--- src/rtl/updown_mod_counter_if.sv ---
// rtl/updown_mod_counter_if.sv - control and status bundle of the up/down modulo counter
interface updown_mod_counter_if #(
    parameter int unsigned WIDTH = 8
);
    logic             en;
    logic             up_dn;
    logic             clr;
    logic             load;
    logic [WIDTH-1:0] load_val;
    logic             flag_clr;
    logic [WIDTH-1:0] q;
    logic             tc;
    logic             wrap_flag;

    modport master (
        output en, up_dn, clr, load, load_val, flag_clr,
        input  q, tc, wrap_flag
    );

    modport slave (
        input  en, up_dn, clr, load, load_val, flag_clr,
        output q, tc, wrap_flag
    );
endinterface

--- src/rtl/updown_mod_counter.sv ---
// rtl/updown_mod_counter.sv - parametrised up/down modulo counter with prescaler, load/clear, tc pulse and sticky wrap flag
module updown_mod_counter #(
    parameter int unsigned     WIDTH    = 8,
    parameter longint unsigned MAX_VAL  = (64'd1 << WIDTH) - 64'd1,
    parameter int unsigned     PRESCALE = 1,
    parameter bit              SATURATE = 1'b0
) (
    input logic                 clk,
    input logic                 reset,
    updown_mod_counter_if.slave bus
);
    localparam logic [WIDTH-1:0] MAX_Q = WIDTH'(MAX_VAL);

    logic [WIDTH-1:0] q_r;
    logic             tc_r;
    logic             wf_r;
    logic             step;
    logic             at_bound;
    logic [WIDTH-1:0] load_q;

    // Widened compare keeps the clamp meaningful when MAX_VAL fills the whole word.
    assign load_q   = ({1'b0, bus.load_val} > {1'b0, MAX_Q}) ? MAX_Q : bus.load_val;
    assign at_bound = bus.up_dn ? (q_r == MAX_Q) : (q_r == '0);

    generate
        if (PRESCALE > 1) begin : g_pre
            localparam int unsigned PW = $clog2(PRESCALE);
            localparam logic [PW-1:0] PRE_LAST = PW'(PRESCALE - 1);
            logic [PW-1:0] pre;

            always_ff @(posedge clk or posedge reset) begin
                if (reset) begin
                    pre <= '0;
                end else if (bus.clr || bus.load) begin
                    pre <= '0;
                end else if (bus.en) begin
                    pre <= (pre == PRE_LAST) ? '0 : pre + 1'b1;
                end
            end

            assign step = bus.en && (pre == PRE_LAST);
        end else begin : g_nopre
            assign step = bus.en;
        end
    endgenerate

    always_ff @(posedge clk or posedge reset) begin
        if (reset) begin
            q_r  <= '0;
            tc_r <= 1'b0;
            wf_r <= 1'b0;
        end else if (bus.clr) begin
            q_r  <= '0;
            tc_r <= 1'b0;
            wf_r <= 1'b0;
        end else if (bus.load) begin
            q_r  <= load_q;
            tc_r <= 1'b0;
            if (bus.flag_clr) begin
                wf_r <= 1'b0;
            end
        end else begin
            tc_r <= 1'b0;
            if (bus.flag_clr) begin
                wf_r <= 1'b0;
            end
            // A boundary event sets the flag after flag_clr so that set wins.
            if (step) begin
                if (at_bound) begin
                    tc_r <= 1'b1;
                    wf_r <= 1'b1;
                    if (!SATURATE) begin
                        q_r <= bus.up_dn ? '0 : MAX_Q;
                    end
                end else begin
                    q_r <= bus.up_dn ? q_r + 1'b1 : q_r - 1'b1;
                end
            end
        end
    end

    assign bus.q         = q_r;
    assign bus.tc        = tc_r;
    assign bus.wrap_flag = wf_r;
endmodule

--- src/flat_wrapper.sv ---
// flat-port wrapper written by rule: the top's interface ports become plain ports
module updown_mod_counter_flat 
#(
    parameter int unsigned     WIDTH    = 8,
    parameter longint unsigned MAX_VAL  = (64'd1 << WIDTH) - 64'd1,
    parameter int unsigned     PRESCALE = 1,
    parameter bit              SATURATE = 1'b0
)
  (clk, reset, bus_en, bus_up_dn, bus_clr, bus_load, bus_load_val, bus_flag_clr, bus_q, bus_tc, bus_wrap_flag);
  updown_mod_counter_if #(.WIDTH(WIDTH)) bus_i ();
  input logic clk;
  input logic reset;
  input wire logic [$bits(bus_i.en)-1:0] bus_en;
  input wire logic [$bits(bus_i.up_dn)-1:0] bus_up_dn;
  input wire logic [$bits(bus_i.clr)-1:0] bus_clr;
  input wire logic [$bits(bus_i.load)-1:0] bus_load;
  input wire logic [$bits(bus_i.load_val)-1:0] bus_load_val;
  input wire logic [$bits(bus_i.flag_clr)-1:0] bus_flag_clr;
  output wire logic [$bits(bus_i.q)-1:0] bus_q;
  output wire logic [$bits(bus_i.tc)-1:0] bus_tc;
  output wire logic [$bits(bus_i.wrap_flag)-1:0] bus_wrap_flag;
  assign bus_i.en = bus_en;
  assign bus_i.up_dn = bus_up_dn;
  assign bus_i.clr = bus_clr;
  assign bus_i.load = bus_load;
  assign bus_i.load_val = bus_load_val;
  assign bus_i.flag_clr = bus_flag_clr;
  assign bus_q = bus_i.q;
  assign bus_tc = bus_i.tc;
  assign bus_wrap_flag = bus_i.wrap_flag;
  updown_mod_counter #(.WIDTH(WIDTH), .MAX_VAL(MAX_VAL), .PRESCALE(PRESCALE), .SATURATE(SATURATE)) u_core (.clk(clk), .reset(reset), .bus(bus_i));
endmodule
--- config.mk ---
export PLATFORM = sky130hd
export DESIGN_NAME = updown_mod_counter_flat
export DESIGN_NICKNAME = d
export VERILOG_FILES = /design/src/rtl/updown_mod_counter_if.sv /design/src/rtl/updown_mod_counter.sv /design/src/flat_wrapper.sv
export SDC_FILE = /design/constraint.sdc
export NUM_CORES = 1
export LEC_CHECK = 0
export CAP_MARGIN = 10
export CORE_ASPECT_RATIO = 0.75
export CORE_UTILIZATION = 30
export DETAILED_ROUTE_END_ITERATION = 12
export DONT_BUFFER_PORTS = 1
export GPL_TIMING_DRIVEN = 0
export PLACE_DENSITY_LB_ADDON = 0.05
export SYNTH_ARGS = -nofsm -noshare
export SYNTH_HDL_FRONTEND = slang
export SYNTH_SLANG_ARGS = --single-unit
--- constraint.sdc ---
create_clock -name clk -period 5.3 [get_ports clk]
set_input_delay 0.795 -clock clk [delete_from_list [all_inputs] [get_ports clk]]
set_output_delay 0.795 -clock clk [all_outputs]
set_load 0.03 [all_outputs]
==> load_flow_metrics.sql, run 1 <==
INSERT INTO impl_metrics (metric_group, metric, value, unit) VALUES
('die', 'io_pins', '25', ''),
('timing', 'worst-slew-pin-transition', '0.526', 'ns'),
('die', 'placeableCoreArea', '2660', 'µm²'),
('drt', 'via_to_cell_ratio', '5.41', ''),
('drt', 'drc_errors', '0', ''),
('clock_network', 'post_cts_resize_count', '0', ''),
('yosys', 'postSynthNetCount', '126', ''),
('cells_and_area', 'mostFrequentLayoutCell', 'a21oi_1', ''),
('worst_setup_path', 'nature_of_the_critical_path_startpoint', 'input pin', ''),
('timing', 'period_minus_slack', '2.16', 'ns'),
('worst_setup_path', 'critical_path.max_fanout', '6', ''),
('yosys', 'synth_area', '861', 'µm²'),
('drt', 'postRouteAntennaNets', '0', ''),
('yosys', 'ys_dominant_reg_cell', 'dfrtp_1', ''),
('timing', 'worst_slack', '3.14', 'ns'),
('global_routing', 'antenna_found_initial', '0', ''),
('drt', 'routed_wire_length', '2250', 'µm'),
('cells_and_area', 'post_route_cells_drive_above_1_share', '8.41', '%'),
('placement', 'place.port_buffers', '0', ''),
('yosys', 'postSynth.asyncResetShare', '100', '%'),
('timing', 'final-setup-viol-count', '0', ''),
('global_routing', 'grt_util_all_layers', '16.7', '%'),
('clock_network', 'clock_tree.root_cell', 'clkbuf_8', ''),
('clock_network', 'cts_tree', 'built', ''),
('yosys', 'synth.area.top_cells', 'dfrtp_1, ha_1, a21oi_1, nor2_1, o21ai_0', ''),
('worst_setup_path', 'cp_slowest_stage_delay', '0.28', 'ns'),
('yosys', 'netlist_instances', '104', ''),
('clock_network', 'cts.sinks', '10', ''),
('clock_network', 'ctsLongestPathBuffers', '2', ''),
('timing', 'timing_max_transition_violations_final', '0', ''),
('die', 'die_area', '3090', 'µm²'),
('yosys', 'synth_top_area_share', '29.1', '%'),
('global_routing', 'number_of_global_route_vias_before_repair', '798', ''),
('worst_setup_path', 'timing_worst_setup_path_type', 'input pin to flip-flop', ''),
('timing', 'maxSlewHeadroom', '65.0', '%'),
('worst_setup_path', 'critical-path-slowest-cell', 'ha_1', ''),
('drt', 'detail_route.iter0.violations', '20', ''),
('cells_and_area', 'area_growth', '10.0', '%'),
('power', 'vdd_drop_max', '0.116', 'mV'),
('global_routing', 'overflow', '0', ''),
('placement', 'detailed_place_hpwl', '1730', 'µm'),
('timing', 'setup_repair_after_global_routing_missed_its_margin', 'no', ''),
('yosys', 'ys_seq_area_share', '29.1', '%'),
('yosys', 'yosys_warning_count', '0', ''),
('global_routing', 'maximum_number_of_pins_on_one_net_before_global_route_repair', '11', ''),
('run', 'max_cap_violations', '0', ''),
('power', 'static_leakage', '0.411', 'nW'),
('clock_network', 'htree_levels', '1', ''),
('cells_and_area', 'highest_count_cells_in_the_layout_ignoring_fill_and_taps', 'a21oi_1, nor2_1, dfrtp_1', ''),
('clock_network', 'clk_transition_reported_paths', '0.05', 'ns'),
('timing', 'final.period_utilization', '40.8', '%'),
('yosys', 'synth.ff_latch_count', '10', ''),
('drt', 'vias_after_detailed_routing', '773', ''),
('worst_setup_path', 'critical_path.cell_chain', 'inv_1 > ha_1 > a211oi_1 > o21ai_1 > a41o_1 > xnor2_1 > a311oi_1', ''),
('die', 'row_count', '16', ''),
('run_status', 'status', 'complete, no violations', ''),
('placement', 'finalWeightedCongestion', '0.782', ''),
('worst_setup_path', 'arrival_time_worst_endpoint', '2.29', 'ns'),
('yosys', 'edff_count_synth', '0', ''),
('clock_network', 'clk-insertion-delay-late', '0.23', 'ns'),
('timing', 'finalHoldViolCount', '0', ''),
('die', 'die_height', '48.4', 'µm'),
('timing', 'timing.setup.tns', '0', 'ns'),
('yosys', 'synth_cell_types', '34', ''),
('timing', 'max_clock_freq', '462', 'MHz'),
('placement', 'place_ws', '2.91', 'ns'),
('die', 'initial_core_util', '32.3', '%'),
('worst_setup_path', 'crit_path_end_kind', 'flip-flop', ''),
('clock_network', 'postCtsHoldBufs', '0', ''),
('die', 'die-width', '63.9', 'µm'),
('cells_and_area', 'diodes', '0', ''),
('drt', 'detailedRoute.firstPassIterationCount', '3', ''),
('drt', 'post_drt_wl_per_cell', '15.8', 'µm'),
('clock_network', 'cts-buffers-inserted', '3', ''),
('clock_network', 'post-cts-setup-buffer-count', '0', ''),
('cells_and_area', 'nets', '131', ''),
('timing', 'timing.clock.skew', '0.00601', 'ns'),
('power', 'pwr_cell_area', '266', 'nW/µm²'),
('worst_setup_path', 'cp.required', '5.43', 'ns'),
('global_routing', 'grt_first_pass_wirelength', '3920', 'µm'),
('yosys', 'synth_largest_area_cell', 'dfrtp_1', ''),
('yosys', 'synth_area_per_cell', '8.28', 'µm²'),
('worst_hold_path', 'worstHoldPathType', 'input pin to async pin', '');
-- final timing paths --
path,startpoint,to,cells after the start,slack [ns]
worst min register to register,u_core.bus.wrap_flag,u_core.bus.wrap_flag,2,0.70
min in group clk,u_core.bus.wrap_flag,u_core.bus.wrap_flag,2,0.70
worst max-delay path,bus_up_dn,u_core.bus.q[7],7,3.14
worst max register to register,u_core.bus.q[1],u_core.bus.q[7],6,3.21
worst min-delay path,reset,u_core.bus.wrap_flag,1,0.44
max in group asynchronous,reset,u_core.bus.q[0],1,4.56
-- final cells by class --
cell class	count	area, µm²
fillers	283	1720
multi-input cells	84	566
flip-flops and latches	10	250
well taps	36	45.0
clock buffers	3	41.3
plain buffers	4	22.5
inverters	6	22.5
-- critical path, delay by kind of cell --
family / cells / cell delay [ns]
buffers and inverters: 1 / 0.15
adder cells (fa/ha/maj): 1 / 0.28
AO/OA/AOI/OAI: 4 / 0.93
XOR/XNOR: 1 / 0.13
-- power breakdown --
part	switching, mW	leakage [nW]	total [mW]	internal (mW)
clock network	0.0288	0.0216	0.0785	0.0497
registers	0.0219	0.132	0.104	0.0819
logic	0.0375	0.257	0.0696	0.0321
total	0.0882	0.411	0.252	0.164
-- routing by layer --
layer / up-vias / routed length (µm) / GRT usage (%)
li1: 383 / - / -
met3: 2 / 132 / 5.19
met5: - / 0 / 0
met1: 373 / 1090 / 22.3
met2: 15 / 1020 / 27.0
met4: 0 / 8 / 2.27
-- Yosys cell counts (all sizes together) (2+ instances only) --
master  count
inv         6
a21o        3
o21ai       8
xnor2       4
nand3       2
nand2b      3
a21oi      13
clkbuf      3
nor2b       3
nor3b       3
or2         2
o21a        2
a311oi      2
xor2        2
dfrtp      10
nor2       11
ha          6
o31a        3
nor3        5
nand2       3
-- metrics by stage --
step	area (µm²)	power [mW]	util, %	hold slack, ns	instances
global route	947	0.272	35.6	0.472	143
floorplan	861	0.159	-	0.635	104
CTS	947	0.256	35.6	0.456	143
detailed placement	906	0.175	34.0	0.698	140
finish	947	0.252	35.6	0.440	143
global placement	906	0.175	34.0	0.703	140
-- flip-flops by register name, summed over array words and instances (netlist names) --
register,cells
u_core.bus.tc,1
u_core.bus.q,8
u_core.bus.wrap_flag,1
-- logic make-up after synthesis --
| group | count (synthesis) | share of synthesized area, % |
|---|---|---|
| flops | 10 | 29.1 |
| xor+xnor | 6 | 6.10 |
| mux | 1 | 1.16 |
| simple gates | 36 | 22.4 |
| fa+ha+maj | 7 | 11.0 |
| buf+inv | 10 | 5.23 |
| compound gates | 34 | 25.0 |
No activity file was read; power rests on OpenSTA's default activity.
==> run 2, diff against run 1 <==
==> constraint.sdc (replaced) <==
create_clock -name clk -period 1.8 [get_ports clk]
set_input_delay 0.27 -clock clk [delete_from_list [all_inputs] [get_ports clk]]
set_output_delay 0.27 -clock clk [all_outputs]
set_load 0.03 [all_outputs]
==> load_flow_metrics.sql, run 2 (synthesized netlist as in run 1, its figures left out) <==
INSERT INTO impl_metrics (metric_group, metric, value, unit) VALUES
('timing', 'timing_max_transition_violations_final', '0', ''),
('die', 'die-width', '63.9', 'µm'),
('global_routing', 'grt_util_all_layers', '17.4', '%'),
('global_routing', 'overflow', '0', ''),
('cells_and_area', 'diodes', '0', ''),
('timing', 'maxSlewHeadroom', '66.9', '%'),
('power', 'power_switching', '0.291', 'mW'),
('worst_setup_path', 'cp.required', '1.94', 'ns'),
('drt', 'detail_route.iter0.violations', '12', ''),
('power', 'vdd_drop_max', '0.319', 'mV'),
('timing', 'worst_slack', '-0.0842', 'ns'),
('clock_network', 'htree_levels', '1', ''),
('worst_setup_path', 'crit_path_end_kind', 'flip-flop', ''),
('drt', 'post_drt_wl_per_cell', '16.7', 'µm'),
('cells_and_area', 'area_growth', '23.5', '%'),
('die', 'initial_core_util', '32.3', '%'),
('timing', 'final.period_utilization', '105', '%'),
('clock_network', 'clock_tree.root_cell', 'clkbuf_8', ''),
('worst_setup_path', 'nature_of_the_critical_path_startpoint', 'flip-flop', ''),
('cells_and_area', 'post_route_cells_drive_above_1_share', '27.0', '%'),
('timing', 'final-setup-viol-count', '1', ''),
('clock_network', 'clk_transition_reported_paths', '0.05', 'ns'),
('die', 'die_height', '48.4', 'µm'),
('power', 'power.sequential.fraction', '38.1', '%'),
('timing', 'finalHoldViolCount', '0', ''),
('cells_and_area', 'nets', '134', ''),
('timing', 'timing.clock.skew', '0.000915', 'ns'),
('cells_and_area', 'highest_count_cells_in_the_layout_ignoring_fill_and_taps', 'a21oi_1, nor2_1, dfrtp_2', ''),
('timing', 'setup_repair_after_global_routing_missed_its_margin', 'yes', ''),
('cells_and_area', 'largest_register_ffs', '8', ''),
('run', 'max_cap_violations', '0', ''),
('die', 'placeableCoreArea', '2660', 'µm²'),
('clock_network', 'ctsLongestPathBuffers', '2', ''),
('global_routing', 'antenna_found_initial', '0', ''),
('drt', 'detailedRoute.firstPassIterationCount', '4', ''),
('global_routing', 'number_of_global_route_vias_before_repair', '810', ''),
('power', 'static_leakage', '0.425', 'nW'),
('clock_network', 'clk-insertion-delay-late', '0.24', 'ns'),
('clock_network', 'cts-buffers-inserted', '3', ''),
('global_routing', 'maximum_number_of_pins_on_one_net_before_global_route_repair', '11', ''),
('drt', 'via_to_cell_ratio', '5.45', ''),
('run_status', 'status', 'finished, violations left', ''),
('drt', 'drc_errors', '0', ''),
('placement', 'place_ws', '-0.206', 'ns'),
('power', 'pwr_cell_area', '771', 'nW/µm²'),
('worst_setup_path', 'arrival_time_worst_endpoint', '2.02', 'ns'),
('die', 'die_area', '3090', 'µm²'),
('placement', 'finalWeightedCongestion', '0.783', ''),
('cells_and_area', 'mostFrequentLayoutCell', 'a21oi_1', ''),
('placement', 'place.port_buffers', '0', ''),
('cells_and_area', 'fill_cells', '272', ''),
('drt', 'routed_wire_length', '2460', 'µm'),
('power', 'power_frac_clock', '30.4', '%'),
('die', 'io_pins', '25', ''),
('worst_hold_path', 'worstHoldPathType', 'input pin to flip-flop', ''),
('placement', 'detailed_place_hpwl', '1730', 'µm'),
('drt', 'postRouteAntennaNets', '0', ''),
('global_routing', 'grt_first_pass_wirelength', '4110', 'µm'),
('worst_setup_path', 'critical_path.max_fanout', '5', ''),
('timing', 'max_clock_freq', '531', 'MHz'),
('drt', 'vias_after_detailed_routing', '801', ''),
('timing', 'period_minus_slack', '1.88', 'ns'),
('worst_setup_path', 'timing_worst_setup_path_type', 'flip-flop to flip-flop', ''),
('run_status', 'failed_checks', 'setup timing', ''),
('die', 'row_count', '16', ''),
('power', 'combPwrFrac', '31.6', '%'),
('timing', 'worst-slew-pin-transition', '0.497', 'ns'),
('placement', 'place.detailed.instances', '140', ''),
('clock_network', 'cts_tree', 'built', ''),
('power', 'sw_frac_of_total', '35.5', '%'),
('clock_network', 'cts.sinks', '10', ''),
('cells_and_area', 'fin_cells', '147', ''),
('power', 'p_int', '0.529', 'mW');
## run 2: changes by cell type in the layout (fill, tap and decap cells not counted), sizes merged
cell and delta:
buf +2, clkbuf +1, dlygate4sd3 +1
## run 2: worst paths after layout
path | slack (ns) | startpoint | endpoint | cells past startpoint
worst min register to register | 0.71 | u_core.bus.wrap_flag | u_core.bus.wrap_flag | 2
worst max register to register | -0.08 | u_core.bus.q[1] | u_core.bus.q[7] | 6
min in group asynchronous | 0.47 | reset | u_core.bus.tc | 2
worst max-delay path | -0.08 | u_core.bus.q[1] | u_core.bus.q[7] | 6
max in group asynchronous | 1.00 | reset | u_core.bus.q[3] | 2
worst min-delay path | 0.19 | bus_load_val[0] | u_core.bus.q[0] | 2
## run 2: critical path, cell delays in order (launching register included)
cell and delay [ns]:
dfrtp_2 0.51, ha_4 0.25, a211oi_2 0.24, o21ai_2 0.12
a41o_1 0.26, xnor2_1 0.13, a311oi_1 0.27
## run 2: layout make-up
class / instances / area [µm²] / share of cell area [%]
Sequential cell: 10 / 259 / 24.4
Multi-Input combinational cell: 84 / 644 / 60.6
Buffer: 4 / 22.5 / 2.12
Clock buffer: 4 / 45.0 / 4.24
Inverter: 6 / 22.5 / 2.12
Tap cell: 36 / 45.0 / 4.24
Timing Repair Buffer: 3 / 25.0 / 2.35
## run 2: metal layers
layer	track usage [%]	share of wire (%)	wire length [µm]
met1	23.7	50	1240
met4	3.41	1.4	35
met5	0	0	0
met2	26.2	43	1050
met3	6.37	5.6	137
## run 2: per-stage QoR
| step | hold slack, ns | utilization [%] | setup TNS [ns] | area [µm²] | power, mW |
|---|---|---|---|---|---|
| floorplan | 0.110 | - | -0.0154 | 865 | 0.468 |
| global placement | 0.176 | 34.2 | -0.559 | 910 | 0.516 |
| detailed placement | 0.171 | 34.2 | -0.509 | 910 | 0.517 |
| CTS | 0.189 | 39.2 | -0.0285 | 1040 | 0.807 |
| global route | 0.213 | 39.9 | -0.509 | 1060 | 0.873 |
| finish | 0.192 | 39.9 | -0.0842 | 1060 | 0.820 |
## run 2: power groups by stage
| stage | registers, mW | logic (mW) | clock network [mW] |
|---|---|---|---|
| finish | 0.312 | 0.259 | 0.249 |
| global route | 0.317 | 0.290 | 0.266 |
| floorplan | 0.299 | 0.170 | 0 |
| global placement | 0.312 | 0.205 | 0 |
| CTS | 0.313 | 0.240 | 0.253 |
| detailed placement | 0.311 | 0.206 | 0 |
## run 2: timing repair
item | in CTS | in global routing
endpoints found under the hold margin | 10 | 0
setup endpoints to repair | 4 | 6
setup buffers | 1 | 1
resized for setup | 13 | 6
hold buffers | 1 | 0
pin swaps | 9 | 4
